<file path="src/rtl/red_unpack_if.sv">
// Stream bundle for red_unpack: packed-word input side and unpacked-element output side.
// The design connects through the slave modport; the word source / element sink uses master.
interface red_unpack_if;
    logic        in_valid;
    logic [15:0] in_data;
    logic        in_ready;
    logic        out_valid;
    logic [15:0] out_data;
    logic        out_ready;
    logic        out_last;
    logic [15:0] out_sum;

    modport master (
        output in_valid, in_data, out_ready,
        input  in_ready, out_valid, out_data, out_last, out_sum
    );

    modport slave (
        input  in_valid, in_data, out_ready,
        output in_ready, out_valid, out_data, out_last, out_sum
    );
endinterface

</file>
<file path="src/rtl/red_unpack.sv">
// Unpacks a 16-bit word into sign-extended elements, lowest first, with a running sum.
// Define RED_UNPACK_NIBBLE_EN for 4-bit elements (four per word); default is 8-bit (two per word).
module red_unpack (
    input logic          clk,
    input logic          rst,
    red_unpack_if.slave  bus
);
`ifdef RED_UNPACK_NIBBLE_EN
    localparam int         W        = 4;
    localparam logic [1:0] LAST_IDX = 2'd3;
`else
    localparam int         W        = 8;
    localparam logic [1:0] LAST_IDX = 2'd1;
`endif

    typedef enum logic {IDLE, EMIT} state_t;

    state_t      state_q, state_d;
    logic [1:0]  idx_q, idx_d;
    logic [15:0] word_q, word_d;
    logic [15:0] acc_q, acc_d;

    logic        emitting;
    logic        is_last;
    logic [4:0]  shamt;
    logic [15:0] shifted;
    logic [W-1:0] elem;
    logic [15:0] elem_ext;

    assign emitting = (state_q == EMIT);
    assign is_last  = emitting && (idx_q == LAST_IDX);
    assign shamt    = 5'(idx_q) * 5'(W);
    assign shifted  = word_q >> shamt;
    assign elem     = shifted[W-1:0];
    assign elem_ext = {{(16-W){elem[W-1]}}, elem};

    // Outputs are forced to zero outside EMIT so a stale word never leaks out.
    assign bus.out_valid = emitting;
    assign bus.out_last  = is_last;
    assign bus.out_data  = emitting ? elem_ext : 16'h0000;
    assign bus.out_sum   = emitting ? (acc_q + elem_ext) : 16'h0000;
    assign bus.in_ready  = !emitting || (is_last && bus.out_ready);

    always_comb begin
        state_d = state_q;
        idx_d   = idx_q;
        word_d  = word_q;
        acc_d   = acc_q;
        case (state_q)
            IDLE: begin
                if (bus.in_valid) begin
                    word_d  = bus.in_data;
                    idx_d   = 2'd0;
                    acc_d   = 16'h0000;
                    state_d = EMIT;
                end
            end
            EMIT: begin
                if (bus.out_ready) begin
                    if (!is_last) begin
                        idx_d = idx_q + 2'd1;
                        acc_d = acc_q + elem_ext;
                    end else if (bus.in_valid) begin
                        // Final element leaves while the next word arrives: no bubble.
                        word_d = bus.in_data;
                        idx_d  = 2'd0;
                        acc_d  = 16'h0000;
                    end else begin
                        state_d = IDLE;
                    end
                end
            end
            default: state_d = IDLE;
        endcase
    end

    always_ff @(posedge clk) begin
        if (rst) begin
            state_q <= IDLE;
            idx_q   <= 2'd0;
            word_q  <= 16'h0000;
            acc_q   <= 16'h0000;
        end else begin
            state_q <= state_d;
            idx_q   <= idx_d;
            word_q  <= word_d;
            acc_q   <= acc_d;
        end
    end
endmodule
</file>
<file path="src/flat_wrapper.sv">
// flat-port wrapper written by rule: the top's interface ports become plain ports
module red_unpack_flat 
  (clk, rst, bus_in_valid, bus_in_data, bus_out_ready, bus_in_ready, bus_out_valid, bus_out_data, bus_out_last, bus_out_sum);
  red_unpack_if bus_i ();
  input logic clk;
  input logic rst;
  input wire logic [$bits(bus_i.in_valid)-1:0] bus_in_valid;
  input wire logic [$bits(bus_i.in_data)-1:0] bus_in_data;
  input wire logic [$bits(bus_i.out_ready)-1:0] bus_out_ready;
  output wire logic [$bits(bus_i.in_ready)-1:0] bus_in_ready;
  output wire logic [$bits(bus_i.out_valid)-1:0] bus_out_valid;
  output wire logic [$bits(bus_i.out_data)-1:0] bus_out_data;
  output wire logic [$bits(bus_i.out_last)-1:0] bus_out_last;
  output wire logic [$bits(bus_i.out_sum)-1:0] bus_out_sum;
  assign bus_i.in_valid = bus_in_valid;
  assign bus_i.in_data = bus_in_data;
  assign bus_i.out_ready = bus_out_ready;
  assign bus_in_ready = bus_i.in_ready;
  assign bus_out_valid = bus_i.out_valid;
  assign bus_out_data = bus_i.out_data;
  assign bus_out_last = bus_i.out_last;
  assign bus_out_sum = bus_i.out_sum;
  red_unpack u_core (.clk(clk), .rst(rst), .bus(bus_i));
endmodule
</file>
<file path="config.mk">
export PLATFORM = sky130hd
export DESIGN_NAME = red_unpack_flat
export DESIGN_NICKNAME = d
export VERILOG_FILES = /design/src/rtl/red_unpack_if.sv /design/src/rtl/red_unpack.sv /design/src/flat_wrapper.sv
export SDC_FILE = /design/constraint.sdc
export NUM_CORES = 1
export LEC_CHECK = 0
export BUFFER_PORTS_ARGS = -buffer_cell sky130_fd_sc_hd__buf_2
export CAP_MARGIN = 20
export CORE_MARGIN = 1
export CORE_UTILIZATION = 54
export DETAILED_ROUTE_END_ITERATION = 10
export PLACE_DENSITY = 0.87
export SLEW_MARGIN = 40
export SYNTH_ARGS = -nofsm -noshare
export SYNTH_HDL_FRONTEND = slang
export SYNTH_SLANG_ARGS = --single-unit
</file>
<file path="constraint.sdc">
create_clock -name clk -period 4.85 [get_ports clk]
set_clock_uncertainty 0.2 [all_clocks]
set_input_delay 0.7275 -clock clk [delete_from_list [all_inputs] [get_ports clk]]
set_output_delay 0.7275 -clock clk [all_outputs]
set_load 0.01 [all_outputs]
</file>
-- After elaboration in Yosys (flattened, before gate mapping)
Index checks and enable logic that the tools add are counted.
- word-level logic and storage cells: 34
- bits in registers: 35
- output and inout bits: 35
- input bits: 20
- reductions and logical operators: 5
- muxes and demuxes: 18
- bitwise logic cells: 1
- equality and inequality tests: 3
- add/subtract/negate cells: 2
- shift operators: 1
- operators with widths (operator ; count):
    16-bit two-way mux ; 8
    16-bit one-hot mux with 2 select lines ; 2
    16-bit adder ; 1
    16-bit by 5-bit >> shifter with 8-bit output ; 1
    2-bit two-way mux ; 3
    2-bit != test (second input constant) ; 2
    2-bit one-hot mux with 2 select lines ; 1
    1-bit two-way mux ; 3
    2-bit by 1-bit adder with 2-bit output (second input constant) ; 1
    2-bit by 1-bit == test with 1-bit output (second input constant) ; 1
    1-bit logical AND ; 2
    1-bit one-hot mux with 2 select lines ; 1
    2-bit AND reduction ; 1
    1-bit zero test ; 1
    1-bit logical OR ; 1
    1-bit NOT ; 1

-- Logic depth before layout (Yosys ltp)
Gate-level depths: netlist of run 1.
- depth in word-level cells: 5
- mapped depth: 13
- mapped depth without buffers: 12

-- Least setup slack after synthesis of run 1
No wires, ideal clock.
- kind: register to output
- from: register u_core.idx_q[0]
- to: output bus_out_sum[15]
- data required time: 3.923 ns
- cell stages (with the launch flop): 12
- data arrival time: 3.015 ns
- path buffers: 1
- path slack: 0.907 ns
- cells stage by stage: dfxtp_1 > buf_6 > mux2i_1 > nor2_1 > ha_1 > a21oi_1 > nand2_1 > a221oi_1 > o21ai_0 > nor3_1 > xnor3_1 > nor2_1
- cells in the longest elaborated chain, start to end: 3
- RTL lines (element ; RTL line ; source):
    from (decl) ; red_unpack.sv:19 ; logic [1:0] idx_q, idx_d;
    from (signal assigned) ; red_unpack.sv:85 ; idx_q <= idx_d;
    16-bit by 5-bit >> shifter with 8-bit output ; red_unpack.sv:33 ; assign shifted = word_q >> shamt;
    16-bit adder ; red_unpack.sv:41 ; assign bus.out_sum = emitting ? (acc_q + elem_ext) : 16'h0000;
    16-bit two-way mux ; red_unpack.sv:41 ;
    to (decl) ; flat_wrapper.sv:14 ; output wire logic [$bits(bus_i.out_sum)-1:0] bus_out_sum;
No other way between the ends.

-- Final worst setup path of run 1
- from: register u_core.idx_q[1]
- to: output bus_out_sum[15]
Same word-level chain as after synthesis.

==> flow_summary.yaml, run 1 <==
run_status:
  status: "completed"
floorplanning:
  die_h_microns: 68.6
  rows: 23
  core-area_sq_mm: 0.00414
  ioPinCount: 55
  start_util_pct: 57.9
  dieArea_sq_mm: 0.00471
  fp.dieW_microns: 68.6
power_and_ir_drop:
  leakage_nw: 1.24
  ir_drop_uv: 225
  power.total_uw: 681
  power_density_mw_per_mm2: 250
timing:
  max_freq_ghz: 0.229
  post-route-worst-setup-slack_ns: 0.489
  period_share_pct: 89.9
  fin_crit_ns: 4.36
  finalSetupViolCount: 0
  slew_viol_final: 0
  finalHoldViolCount: 0
  fin_setup_tns_ns: 0
  max-slew-margin-rel_pct: 49.6
  worst_pin_slew_ns: 0.753
  grt_setup_unrepaired: "false"
critical_path:
  cp.arrival_ns: 3.43
  path_common_cell: "nor2_1"
  critPathBufInv: 2
  endpoint_kind: "primary output"
  cp-start-kind: "flip-flop"
  slowest_stage: "dfxtp_1"
  path_cells: "nor2_1 -> buf_4 -> ha_1 -> nand2_1 -> a21o_1 -> or3_1 -> nor4_1 -> nor3_1 -> xnor3_1 -> nor2_1 -> buf_2"
  worstSetupPathType: "flip-flop to primary output"
  slowest_delay_ns: 0.69
  critical-path-top-delay-family: "simple AND/OR/NAND/NOR gates"
  path_max_fanout: 19
  critPathRequiredTime_ns: 3.92
synth:
  synthMuxAreaShare_pct: 4.49
  synth-edff-count: 0
  synthesis.instances: 308
  ys.flop_type: "dfxtp_1"
  synth-xor-area-share_pct: 6.05
  syn_nets: 342
  synth-simple-area-share_pct: 24.0
  yosys_warnings: 0
  synth_top_area_share_pct: 29.2
  netlist_top_cells_area: "dfxtp_1, nand2_1, a21oi_1"
  synth_top_family_by_area: "simple AND/OR/NAND/NOR gates"
  netlist-cell-type-count: 51
  syn_area_sq_mm: 0.00240
  ys_ff_latch: 35
  synthAdderAreaFrac_pct: 7.62
  synth_commonest_cells: "nand2_1, a21oi_1, dfxtp_1"
  yosys.area.top_type: "dfxtp_1"
  async_reset_ff_share_pct: 0
  ys_seq_area_share_pct: 29.2
  syn_area_per_cell_sq_um: 7.78
  yosysMostFrequentCell: "nand2_1"
  synth_compound_area_share_pct: 22.3
layout:
  nFillCells: 391
  fin_area_sq_mm: 0.00273
  area_growth_syn_to_layout_pct: 13.7
  diodes: 0
  final_nets: 384
  instances_no_fill: 401
  layout-drive-gt1-share_pct: 21.1
clock_tree:
  numCtsBuffers: 5
  cts-root-buf: "clkbuf_8"
  clkTransAtPathRegs_ns: 0.07
  insertion_delay_ns: 0.30
  htreeDepth: 2
  clockBufferDepth: 2
  cts.sinks: 35
  post_cts_buffers: 0
  cts_tree: "yes"
  cts_hold_buf: 0
  cts_resized: 0
global_route:
  antenna_found_initial: 0
  gr-usage-all-layers_pct: 25.2
  first_global_vias: 2009
  grt_pass1_wl_microns: 8640
  grt_max_degree: 28
  grt_overflow_total: 0
hold_path:
  hp-class: "flip-flop to flip-flop"
route:
  ant_nets: 0
  vias: 2255
  viasPerCell: 5.62
  routed_wl_microns: 5380
  detail_route.wl_per_cell_microns: 13.4
  first_iter_violations: 167
  route.detailed.drc: 0
  dr.pass1.iters: 4
placement:
  dpl.cell_count: 393
  port_buffers: 54
  placed_area_sq_mm: 0.00263
  dp_hpwl_microns: 4020
  gp_congestion: 0.930
  dp_slack_ns: 0.851
run:
  drv_cap: 0
## flip-flops by register name, summed over array words and instances (netlist names)
name                  flops
u_core.idx_q              2
u_core.bus.out_valid      1
u_core.word_q            16
u_core.acc_q             16
## report_power, final
group | leakage (nW) | total (mW) | internal (mW) | switching, mW
Clock | 0.0474 | 0.231 | 0.116 | 0.115
Sequential | 0.285 | 0.315 | 0.302 | 0.0136
Combinational | 0.903 | 0.135 | 0.0542 | 0.0805
## metrics by stage
step,hold slack [ns],utilization (%)
finish,0.257,65.8
floorplan,0.232,-
detailed placement,0.247,63.4
global placement,0.242,63.4
global route,0.280,65.8
CTS,0.258,65.8
## cells in the final DEF (no fill, tap or decap), types with 8 or more instances in the layout
cell      n
nor2_1   30
buf_2    54
ha_1     13
o21ai_0   8
a21oi_1  35
nand2_1  51
xnor2_1   8
nor3_1   10
and2_1   14
dfxtp_1  35
## path summary, 6_finish.rpt
check / slack (ns) / cells past startpoint / startpoint / endpoint
setup reg to reg: 1.53 / 10 / u_core.idx_q[1] / u_core.acc_q[15]
setup / recovery: 0.49 / 11 / u_core.idx_q[1] / bus_out_sum[15]
hold / removal: 0.26 / 2 / u_core.word_q[5] / u_core.word_q[5]
hold reg to reg: 0.26 / 2 / u_core.word_q[5] / u_core.word_q[5]
## routing by layer
layer  vias to the layer above  wire length (microns)  track usage [%]
li1                       1160                      -                -
met1                      1042                   2380             27.5
met2                        44                   2730             45.6
met3                         9                    198             8.55
met4                         0                     68             7.55
met5                         -                      0                0
## cell type report
type                       count  area, sq um  area share, %
tap                           50         62.6           2.29
timing repair buffer          56          285           10.5
inverter                       9         33.8           1.24
sequential                    35          701           25.7
clock inverter                 2         16.3          0.597
clock buffer                   6         82.6           3.03
multi-input combinational    243         1550           56.7
## worst reg2reg max path, stage by stage, from the launching register on
cell,delay (ns)
dfxtp_1,0.69
nor2_1,0.23
buf_4,0.24
ha_1,0.36
nand2_1,0.09
a21o_1,0.18
or3_1,0.40
nor4_1,0.36
nor3_1,0.16
xnor2_1,0.17
o221ai_1,0.12
## cell families (layout without fill, tap and decap cells)
family | Yosys count | in the layout
fa+ha+maj | 14 | 14
mux | 10 | 10
xor+xnor | 15 | 15
buf+inv | 30 | 73
flops | 35 | 35
simple gates | 125 | 125
compound gates | 79 | 79
Power figures use the tool's default switching activity.
==> run 2, diff against run 1 <==
- CORE_ASPECT_RATIO: unset -> 1.2
==> flow_summary.yaml, run 2 (synthesized netlist as in run 1, its figures left out) <==
run_status:
  status: "completed"
power_and_ir_drop:
  comb_power_share_pct: 20.4
  p_int_uw: 456
  clkPwrFrac_pct: 32.2
  switching_share_pct: 31.4
  power.total_uw: 665
  seqPwrFrac_pct: 47.4
  ir_drop_uv: 216
  leakage_nw: 1.23
  p_switching_uw: 209
  power_density_mw_per_mm2: 244
clock_tree:
  insertion_delay_ns: 0.30
  cts_tree: "yes"
  clockBufferDepth: 2
  cts_hold_buf: 0
  htreeDepth: 2
  cts.sinks: 35
  post_cts_buffers: 0
  cts-root-buf: "clkbuf_8"
  clkTransAtPathRegs_ns: 0.07
  numCtsBuffers: 5
  cts_resized: 0
global_route:
  antenna_found_initial: 0
  grt_pass1_wl_microns: 9070
  first_global_vias: 2063
  gr-usage-all-layers_pct: 24.4
  grt_overflow_total: 0
  grt_max_degree: 28
critical_path:
  worstSetupPathType: "flip-flop to primary output"
  critPathRequiredTime_ns: 3.92
  endpoint_kind: "primary output"
  path_max_fanout: 19
  cp.arrival_ns: 3.50
  cp-start-kind: "flip-flop"
route:
  vias: 2261
  first_iter_violations: 77
  detail_route.wl_per_cell_microns: 13.5
  ant_nets: 0
  viasPerCell: 5.56
  routed_wl_microns: 5500
  route.detailed.drc: 0
  dr.pass1.iters: 5
layout:
  final_nets: 384
  area_growth_syn_to_layout_pct: 13.5
  reg.largest.list: "u_core.acc_q: 16 flops, u_core.word_q: 16 flops, u_core.idx_q: 2 flops"
  layout_common_cells: "buf_2, nand2_1, a21oi_1, dfxtp_1, nor2_1"
  layout-drive-gt1-share_pct: 20.8
  final_common_cell: "buf_2"
  diodes: 0
hold_path:
  hp-class: "flip-flop to flip-flop"
floorplanning:
  core-area_sq_mm: 0.00426
  dieArea_sq_mm: 0.00471
  rows: 26
  fp.dieW_microns: 62.8
  start_util_pct: 56.3
  ioPinCount: 55
  die_h_microns: 75.0
placement:
  dp_hpwl_microns: 4170
  port_buffers: 54
  gp_congestion: 0.931
timing:
  max-slew-margin-rel_pct: 50.4
  slew_viol_final: 0
  fin_setup_tns_ns: 0
  worst_pin_slew_ns: 0.743
  finalHoldViolCount: 0
  fin_crit_ns: 4.42
  grt_setup_unrepaired: "false"
  period_share_pct: 91.2
  max_freq_ghz: 0.226
  finalSetupViolCount: 0
run:
  drv_cap: 0
run 2: cell counts in the layout (fill, tap and decap cells not counted):
Identical to the previous run, type by type.
run 2: area by class of cell:
cell class,instances,area (sq um)
clock buffer,6,72.6
tap,56,70.1
clock inverter,2,12.5
inverter,9,33.8
fill,402,1540
sequential,35,701
timing repair buffer,56,285
multi-input combinational,243,1550
run 2: critical path, stage by stage (launching register included):
cell     delay (ns)
dfxtp_1        0.72
nor2_1         0.13
buf_4          0.22
ha_1           0.41
o21ai_1        0.14
a21o_1         0.21
or3_1          0.39
nor4_1         0.37
nor3_1         0.16
xnor3_1        0.20
nor2_1         0.08
buf_2          0.15
run 2: path summary, 6_finish.rpt:
kind | from | slack, ns | to | cells past startpoint
worst max-delay path | u_core.idx_q[1] | 0.43 | bus_out_sum[15] | 11
worst min-delay path | u_core.word_q[10] | 0.26 | u_core.word_q[10] | 2
worst max register to register | u_core.idx_q[1] | 1.46 | u_core.acc_q[15] | 10
worst min register to register | u_core.word_q[10] | 0.26 | u_core.word_q[10] | 2
run 2: power groups by stage:
| stage | clock [mW] | sequential [mW] | combinational [mW] |
|---|---|---|---|
| finish | 0.214 | 0.315 | 0.136 |
| global route | 0.227 | 0.318 | 0.151 |
| CTS | 0.215 | 0.315 | 0.136 |
| detailed placement | 0 | 0.322 | 0.135 |
| global placement | 0 | 0.321 | 0.132 |
| floorplan | 0 | 0.317 | 0.103 |
run 2: metal layers:
metal	share of wire [%]	vias to the layer above	track usage (%)
met5	0	-	0
met4	1.3	0	9.30
met3	3.3	9	4.09
met2	52	52	47.1
met1	43	1039	27.0
li1	-	1161	-
run 2: per-stage QoR:
stage	hold slack, ns	utilization, %	worst slack [ns]	instances	area (sq um)
3_3_place_gp	0.244	61.8	0.912	399	2640
2_1_floorplan	0.232	-	0.907	308	2400
3_5_place_dp	0.247	61.8	0.818	399	2640
6_report	0.255	63.8	0.426	407	2720
4_1_cts	0.257	63.8	0.485	407	2720
5_1_grt	0.284	63.8	0.143	407	2720
==> run 3, diff against run 2 <==
==> constraint.sdc (replaced) <==
create_clock -name clk -period 4.85 [get_ports clk]
set_clock_uncertainty 0.2 [all_clocks]
set_input_delay 0.2425 -clock clk [delete_from_list [all_inputs] [get_ports clk]]
set_output_delay 0.2425 -clock clk [all_outputs]
set_load 0.01 [all_outputs]
==> flow_summary.yaml, run 3 (synthesized netlist as in run 1, its figures left out) <==
power_and_ir_drop:
  leakage_nw: 1.30
  switching_share_pct: 31.4
  power_density_mw_per_mm2: 234
  p_int_uw: 465
  seqPwrFrac_pct: 46.6
  clkPwrFrac_pct: 31.8
  comb_power_share_pct: 21.6
  p_switching_uw: 213
  ir_drop_uv: 207
placement:
  dp_hpwl_microns: 4070
  placed_area_sq_mm: 0.00264
  gp_congestion: 0.899
  port_buffers: 54
  dp_slack_ns: 1.13
  dpl.cell_count: 399
critical_path:
  endpoint_kind: "primary output"
  slowest_stage: "nor2_2"
  slowest_delay_ns: 0.47
  worstSetupPathType: "flip-flop to primary output"
  cp.arrival_ns: 3.63
  crit_path_start: "u_core.idx_q[0]"
  critPathRequiredTime_ns: 4.41
  cp-start-kind: "flip-flop"
  path_max_fanout: 12
  path_cells: "buf_4 -> mux2i_1 -> nor2_2 -> ha_1 -> a21oi_1 -> nand2_1 -> a221oi_1 -> o21ai_0 -> nor3_1 -> xnor3_1 -> nor2_1 -> buf_2"
  worst_r2r_startpoint: "u_core.idx_q[0]"
timing:
  finalSetupViolCount: 0
  slew_viol_final: 0
  max-slew-margin-rel_pct: 48.4
  max_freq_ghz: 0.245
  grt_setup_unrepaired: "false"
  fin_setup_tns_ns: 0
  fin_crit_ns: 4.08
  period_share_pct: 84.0
  finalHoldViolCount: 0
  worst_pin_slew_ns: 0.773
  post-route-worst-setup-slack_ns: 0.774
clock_tree:
  cts_hold_buf: 17
  clockBufferDepth: 2
  clkTransAtPathRegs_ns: 0.08
  post_cts_buffers: 0
  insertion_delay_ns: 0.29
  cts_tree: "yes"
  cts-root-buf: "clkbuf_8"
  htreeDepth: 2
  cts_resized: 0
  cts.sinks: 35
  numCtsBuffers: 5
layout:
  instances_no_fill: 424
  final_common_cell: "buf_2"
  reg.largest.list: "u_core.acc_q: 16 flops, u_core.word_q: 16 flops, u_core.idx_q: 2 flops"
  layout_common_cells: "buf_2, nand2_1, a21oi_1, dfxtp_1, nor2_1"
  fin_area_sq_mm: 0.00290
  nFillCells: 361
  multiInputGateArea_sq_mm: 0.00155
  area_growth_syn_to_layout_pct: 20.8
  final_nets: 401
  layout-drive-gt1-share_pct: 20.4
  ff_latch_area_sq_um: 701
  diodes: 0
global_route:
  first_global_vias: 2239
  antenna_found_initial: 0
  gr-usage-all-layers_pct: 26.4
  grt_pass1_wl_microns: 9670
  grt_max_degree: 28
  grt_overflow_total: 0
floorplanning:
  die_h_microns: 75.0
  rows: 26
  core-area_sq_mm: 0.00426
  ioPinCount: 55
  fp.dieW_microns: 62.8
  start_util_pct: 56.3
  dieArea_sq_mm: 0.00471
route:
  vias: 2328
  route.detailed.drc: 0
  ant_nets: 0
  first_iter_violations: 102
  routed_wl_microns: 5790
  detail_route.wl_per_cell_microns: 13.7
  dr.pass1.iters: 4
  viasPerCell: 5.49
run:
  drv_cap: 0
hold_path:
  hp-start: "bus_out_ready"
  hp-class: "input port to flip-flop"
run_status:
  status: "completed"
-- run 3: cell types whose count changed in the layout (fill, tap and decap cells not counted) --
cell           delta
nor2_1            -1
clkinvlp_4        +1
dlygate4sd3_1    +17
clkbuf_1          -1
nor2_2            +1
-- run 3: worst paths after layout --
kind                                         end  slack [ns]  cells past startpoint
worst max-delay path             bus_out_sum[15]        0.77                     12
worst min-delay path             u_core.acc_q[2]        0.07                      3
worst max register to register  u_core.acc_q[15]        1.40                     11
worst min register to register  u_core.word_q[2]        0.26                      2
-- run 3: final cells by class --
cell class | count | share of cell area [%]
clock inverters | 3 | 0.691
flip-flops and latches | 35 | 24.2
multi-input cells | 243 | 53.4
inverters | 9 | 1.17
clock buffers | 5 | 2.38
well taps | 56 | 2.42
repair buffers | 73 | 15.7
-- run 3: layer usage --
| layer | vias to the layer above | wire (microns) | part of all wire, % | GRT usage (%) |
|---|---|---|---|---|
| li1 | 1189 | - | - | - |
| met1 | 1073 | 2400 | 41 | 27.7 |
| met2 | 54 | 3090 | 53 | 51.8 |
| met3 | 12 | 169 | 2.9 | 4.39 |
| met4 | 0 | 123 | 2.1 | 12.7 |
| met5 | - | 0 | 0 | 0 |
-- run 3: power groups by stage --
stage	clock network (mW)	registers (mW)	logic, mW
global route	0.232	0.318	0.163
floorplan	0	0.317	0.103
finish	0.216	0.316	0.146
detailed placement	0	0.322	0.134
global placement	0	0.321	0.131
CTS	0.221	0.315	0.145
-- run 3: through the flow --
step | hold WS [ns] | power, mW | util, %
floorplan | 0.160 | 0.420 | -
global placement | 0.243 | 0.453 | 61.8
detailed placement | 0.247 | 0.456 | 61.9
CTS | 0.0604 | 0.681 | 68.0
global route | 0.0908 | 0.712 | 68.0
finish | 0.0704 | 0.677 | 68.0
-- run 3: worst max-delay path, delay by kind of cell, from the launching register on --
| family | cells | cell delay (ns) |
|---|---|---|
| AND/OR/NAND/NOR | 4 | 1.04 |
| AO/OA/AOI/OAI | 3 | 0.82 |
| adder cells (fa/ha/maj) | 1 | 0.42 |
| buffers and inverters | 2 | 0.34 |
| flip-flops | 1 | 0.31 |
| XOR/XNOR | 1 | 0.27 |
| multiplexers | 1 | 0.13 |
